$ cat src/rtl/aes_cipher_out_serializer.sv
// Buffers completed 128-bit AES ciphertext blocks in a small FIFO and streams each one MSB-first
// as OUT_W-bit beats over valid/ready, flagging the final beat of every block.
module aes_cipher_out_serializer #(
  parameter int OUT_W = 8,
  parameter int DEPTH = 2
) (
  input  logic             clk,
  input  logic             rst,
  input  logic [31:0]      data_in1,
  input  logic [31:0]      data_in2,
  input  logic [31:0]      data_in3,
  input  logic [31:0]      data_in4,
  input  logic             in_valid,
  output logic             in_ready,
  output logic [OUT_W-1:0] out_data,
  output logic             out_valid,
  input  logic             out_ready,
  output logic             out_last,
  output logic             ovf_err,
  output logic [2:0]       blk_count
);

  localparam int BEATS  = 128 / OUT_W;
  localparam int PTR_W  = $clog2(DEPTH);
  localparam int BIDX_W = $clog2(BEATS);

  logic [127:0]      mem [DEPTH];
  logic [127:0]      head;
  logic [PTR_W-1:0]  wr_ptr;
  logic [PTR_W-1:0]  rd_ptr;
  logic [BIDX_W-1:0] beat_idx;
  logic [2:0]        count;
  logic              ovf_q;
  logic              push;
  logic              xfer;
  logic              pop;

  // Occupancy alone decides full/empty; pointers are free to wrap.
  assign in_ready  = !rst && (count < 3'(DEPTH));
  assign out_valid = (count != 3'd0);
  assign head      = mem[rd_ptr];
  assign out_last  = out_valid && (beat_idx == BIDX_W'(BEATS - 1));
  assign out_data  = out_valid ? head[127 - int'(beat_idx) * OUT_W -: OUT_W] : '0;
  assign ovf_err   = ovf_q;
  assign blk_count = count;

  assign push = in_valid && in_ready;
  assign xfer = out_valid && out_ready;
  assign pop  = xfer && out_last;

  always_ff @(posedge clk) begin
    if (push) begin
      mem[wr_ptr] <= {data_in1, data_in2, data_in3, data_in4};
    end
  end

  always_ff @(posedge clk) begin
    if (rst) begin
      wr_ptr   <= '0;
      rd_ptr   <= '0;
      beat_idx <= '0;
      count    <= 3'd0;
      ovf_q    <= 1'b0;
    end else begin
      if (push) begin
        wr_ptr <= wr_ptr + 1'b1;
      end
      if (xfer) begin
        if (out_last) begin
          beat_idx <= '0;
          rd_ptr   <= rd_ptr + 1'b1;
        end else begin
          beat_idx <= beat_idx + 1'b1;
        end
      end
      if (push && !pop) begin
        count <= count + 3'd1;
      end else if (pop && !push) begin
        count <= count - 3'd1;
      end
      // A block offered while full is lost; remember that until reset.
      if (in_valid && !in_ready) begin
        ovf_q <= 1'b1;
      end
    end
  end

endmodule

$ cat config.mk
export PLATFORM = sky130hd
export DESIGN_NAME = aes_cipher_out_serializer
export DESIGN_NICKNAME = d
export VERILOG_FILES = /design/src/rtl/aes_cipher_out_serializer.sv
export SDC_FILE = /design/constraint.sdc
export NUM_CORES = 1
export LEC_CHECK = 0
export CAP_MARGIN = 20
export CORE_MARGIN = 2
export CORE_UTILIZATION = 58
export CTS_BUF_LIST = sky130_fd_sc_hd__clkbuf_8 sky130_fd_sc_hd__clkbuf_16
export DETAILED_ROUTE_END_ITERATION = 10
export PLACE_DENSITY = 0.9
export SLEW_MARGIN = 5
export SYNTH_ARGS = -nofsm -noshare
export SYNTH_HDL_FRONTEND = slang
export SYNTH_SLANG_ARGS = --single-unit
$ cat constraint.sdc
create_clock -name clk -period 13.68 [get_ports clk]
set_input_delay 3.42 -clock clk [delete_from_list [all_inputs] [get_ports clk]]
set_output_delay 3.42 -clock clk [all_outputs]
set_load 0.1 [all_outputs]
; Word level (Yosys, flattened, before mapping)
; Memory sizes are Yosys's and may differ from the RTL's. A register that Yosys moved wholly into a read port is not among the register bits.
; Index checks and enable logic that the tools add are counted.
[totals]
reg_bits = 10
ramBits = 256
mem_count = 1
[op_classes]
add_sub_neg = 6
order_cmp = 1
eq_ne = 1
n_shift = 1
muxes = 8
reduce_logical = 15
[memory_table]
columns = memory, depth, word_bits, rd, rd_clocked_by_memory_dff, wr, line
row1 = mem, 2, 128, 1, 1, 1, 27  ; logic [127:0] mem [DEPTH];
[ops]
columns = operator, n
row1 = 135-bit by 8-bit variable part select with 8-bit output, 1
row2 = 1-bit logical AND, 8
row3 = 8-bit 2-to-1 mux, 1
row4 = "7-bit by 7-bit subtractor with 8-bit output, first input constant", 1
row5 = 3-bit 2-to-1 mux, 2
row6 = "4-bit by 1-bit adder with 4-bit output, second input constant", 1
row7 = "4-bit == test, second input constant", 1
row8 = 1-bit zero test, 4
row9 = 1-bit 2-to-1 mux, 4
row10 = 4-bit 2-to-1 mux, 1
row11 = "3-bit by 1-bit adder with 3-bit output, second input constant", 1
row12 = "3-bit by 2-bit < comparator with 1-bit output, second input constant", 1
row13 = 3-bit nonzero test, 1
row14 = "3-bit by 1-bit subtractor with 3-bit output, second input constant", 1
row15 = "1-bit adder, second input constant", 2
row16 = 2-bit AND reduction, 1
row17 = 2-bit nonzero test, 1

; Longest topological paths before layout
[depth]
depth_word = 7
ltp_mapped = 9

; Worst setup path after synthesis
; OpenSTA, ideal clock, no wires.
[synth_timing]
path_kind = input-to-reg
startpoint = input rst
endpoint = memory mem[0][0], enable pin
setup_ns = 0.616
t_arrival_ns = 11.340
setup_slack_ns = 1.724
cell_stages = 3
path_buffers = 0
path_cell_list = nor3_1 -> nand2_1 -> nor2_1
[synth_via]
elab_chain_len = 5
[synth_rtl]
columns = item, line
row1 = "start, declared", 8  ; input logic rst,
row2 = 1-bit zero test, 39  ; assign in_ready = !rst && (count < 3'(DEPTH));
row3 = 1-bit logical AND, 39
row4 = 1-bit logical AND, 47  ; assign push = in_valid && in_ready;
row5 = 1-bit 2-to-1 mux, 52  ; if (push) begin
row6 = 1-bit 2-to-1 mux (implied by the code), 53  ; mem[wr_ptr] <= {data_in1, data_in2, data_in3, data_in4};
row7 = "end, declared", 27
; No other way between the ends.

; Worst setup path after layout
[layout_timing]
startpoint = input rst
endpoint = output in_ready
[layout_via]
elab_chain_len = 2
[layout_rtl]
columns = item, line
row1 = 1-bit zero test, 39
row2 = 1-bit logical AND, 39
row3 = "end, declared", 14  ; output logic in_ready,
; No other way between the ends.

==> results.py <==
metrics = {
    "setup_path": {
        "cp.arrival_ns": 5.71,
        "worst-setup-path-type": "primary input to output pin",
        "end_kind": "output pin",
        "cp_max_fo": 12,
        "start_kind": "primary input",
        "required_ns": 10.26,
    },
    "final_layout": {
        "final_cell_mix": "edfxtp_1, clkdlybuf4s50_1, mux4_2",
        "area_growth_pct": 24.26,
        "drive_above_1_share_pct": 15.99,
        "final_common_cell": "edfxtp_1",
        "final_cell_count_no_fill": 870,
        "fin_nets": 759,
    },
    "logic_synthesis": {
        "yosys_warnings": 0,
        "yosysTopAreaCell": "edfxtp_1",
        "synthDistinctLibCells": 34,
        "syn_avg_cell_area_um2": 22.21,
        "ys_top_cells_by_area": "edfxtp_1, mux4_2, mux4_1",
        "synthCells": 466,
        "syn_area_mm2": 0.01035,
        "syn_nets": 601,
        "ys_seq_area_share_pct": 76.40,
        "synth_top_area_share_pct": 74.27,
        "ys_ff_latch": 267,
    },
    "clocking": {
        "root_buffer": "clkbuf_16",
        "ctsResizeCount": 0,
        "cts_tree": "built",
        "cts_sinks": 267,
        "clock_path_buffers": 3,
        "hold_buffers": 0,
        "cts_setup_buffers": 0,
        "cts_buffers": 26,
        "clock_latency_ns": 0.50,
        "clk_pin_slew_ns": 0.06,
        "htreeDepth": 1,
    },
    "global_route": {
        "grt_start_max_net_pins": 79,
        "grt_usage_pct": 21.24,
        "grt_overflow_total": 0,
        "grt_pass1_wl_mm": 29.61,
        "antenna_found_initial": 0,
        "grt_pass1_vias": 5468,
    },
    "pwr": {
        "ir_worst_vdd_v": 0.0001044,
        "power_density_mw_per_mm2": 144.5,
        "cellLeakagePower_nw": 4.137,
    },
    "detailed_routing": {
        "postRouteAntennaNets": 0,
        "routed_wl_mm": 19.96,
        "drtIter0Drc": 455,
        "vias": 5175,
        "wl_per_cell_um": 22.95,
        "drc": 0,
        "firstDrtPassIters": 7,
        "vias_per_cell": 5.948,
    },
    "placed_design": {
        "gp_congestion": 0.7858,
        "placement.io_buffers": 146,
        "place_ws_ns": 4.558,
        "hpwl_mm": 13.20,
        "placed_cells": 821,
    },
    "sta": {
        "fin_crit_ns": 9.130,
        "setup_viol": 0,
        "worstMarginPinSlew_ns": 1.051,
        "relSlewSlack_pct": 29.73,
        "grt_setup_unrepaired": "no",
        "report.final.hold_viol_count": 0,
        "skew_ns": 0.006538,
        "setup_slack_ns": 4.550,
        "finalMaxSlewViolations": 0,
        "finalCritPeriodShare_pct": 66.74,
        "tns_ns": 0,
        "fmax_ghz": 0.1095,
    },
    "die": {
        "initial_core_util_pct": 59.63,
        "die_y_um": 137.6,
        "pin_count": 147,
        "rows": 48,
        "coreArea_mm2": 0.01736,
        "die-area_mm2": 0.01893,
        "fp.dieW_um": 137.6,
    },
    "run": {
        "cap_violations": 0,
    },
    "outcome": {
        "outcome": "finished clean",
    },
    "min_path": {
        "hold_path.class": "flop to flop",
    },
}
==> area by class of cell <==
class / instances / area, µm²
Clock buffer: 35 / 785.8
Fill cell: 938 / 4496
Inverter: 4 / 15.01
Antenna cell: 1 / 2.502
Tap cell: 225 / 281.5
Sequential cell: 267 / 7914
Timing Repair Buffer: 152 / 1506
Clock inverter: 13 / 76.32
Multi-Input combinational cell: 173 / 2280
==> worst max-delay path, cell delays in order <==
cell             delay [ns]
clkdlybuf4s50_1        0.67
nor3_1                 0.41
clkdlybuf4s50_1        1.21
==> where the power goes <==
group	internal (W)	leakage, nW	switching, W
combinational	0.0000854	1.24	0.000127
clock	0.000416	0.463	0.000271
sequential	0.000943	2.43	0.0000163
==> registers in the layout (all words and copies together), names as in the netlist, named ones only <==
register	cells
beat_idx	4
mem	256
wr_ptr	1
ovf_err	1
rd_ptr	1
blk_count	3
==> layer usage <==
metal  part of all wire [%]  GRT usage (%)
met1                     39          28.31
met2                     51          36.12
met3                    7.2          4.231
met4                    2.1          6.014
met5                      0              0
==> synth_stat cells <==
library cell and instances:
nand3_1 4, a31oi_1 3, ha_1 2, o211ai_1 5, nor3_1 1, buf_4 1
xor2_1 5, mux2_2 3, buf_6 4, edfxtp_1 256, a221o_1 3, nor3b_1 1
nand2_1 11, fa_1 1, and2_1 1, buf_1 2, a22oi_1 8, nor2_1 11
mux2i_1 22, buf_12 2, buf_2 9, clkbuf_1 4, and3_1 6, o31ai_1 1
mux4_2 50, o21ai_0 3, or2_2 1, nor3_2 1, a21oi_1 11, nor2b_1 3
inv_1 4, dfxtp_1 11, or3_1 2, mux4_1 14
==> kinds of logic (layout without fill, tap and decap cells) <==
group	after synthesis	after routing	synth area share (%)
other	0	1	0
AO/OA/AOI/OAI	34	34	2.164
flip-flops	267	267	76.40
XOR/XNOR	5	5	0.4231
buffers and inverters	26	204	1.692
AND/OR/NAND/NOR	42	42	1.995
multiplexers	89	89	16.89
adder cells (fa/ha/maj)	3	3	0.4352
==> final timing paths <==
kind / startpoint / endpoint / slack (ns) / cells after the start
worst min register to register: ovf_err / ovf_err / 0.48 / 2
worst min-delay path: ovf_err / ovf_err / 0.48 / 2
worst max-delay path: rst / in_ready / 4.55 / 3
worst max register to register: beat_idx[0] / blk_count[2] / 10.69 / 10
==> stage by stage <==
step	power [W]	hold slack (ns)	util (%)	cell area, µm²
2_1_floorplan	0.001104	0.4725	-	10350
3_3_place_gp	0.001177	0.4338	69.12	12000
3_5_place_dp	0.001188	0.4715	69.12	12000
4_1_cts	0.001874	0.4798	74.08	12860
5_1_grt	0.001917	0.5041	74.08	12860
6_report	0.001859	0.4840	74.10	12860
Power figures use the tool's default switching activity.
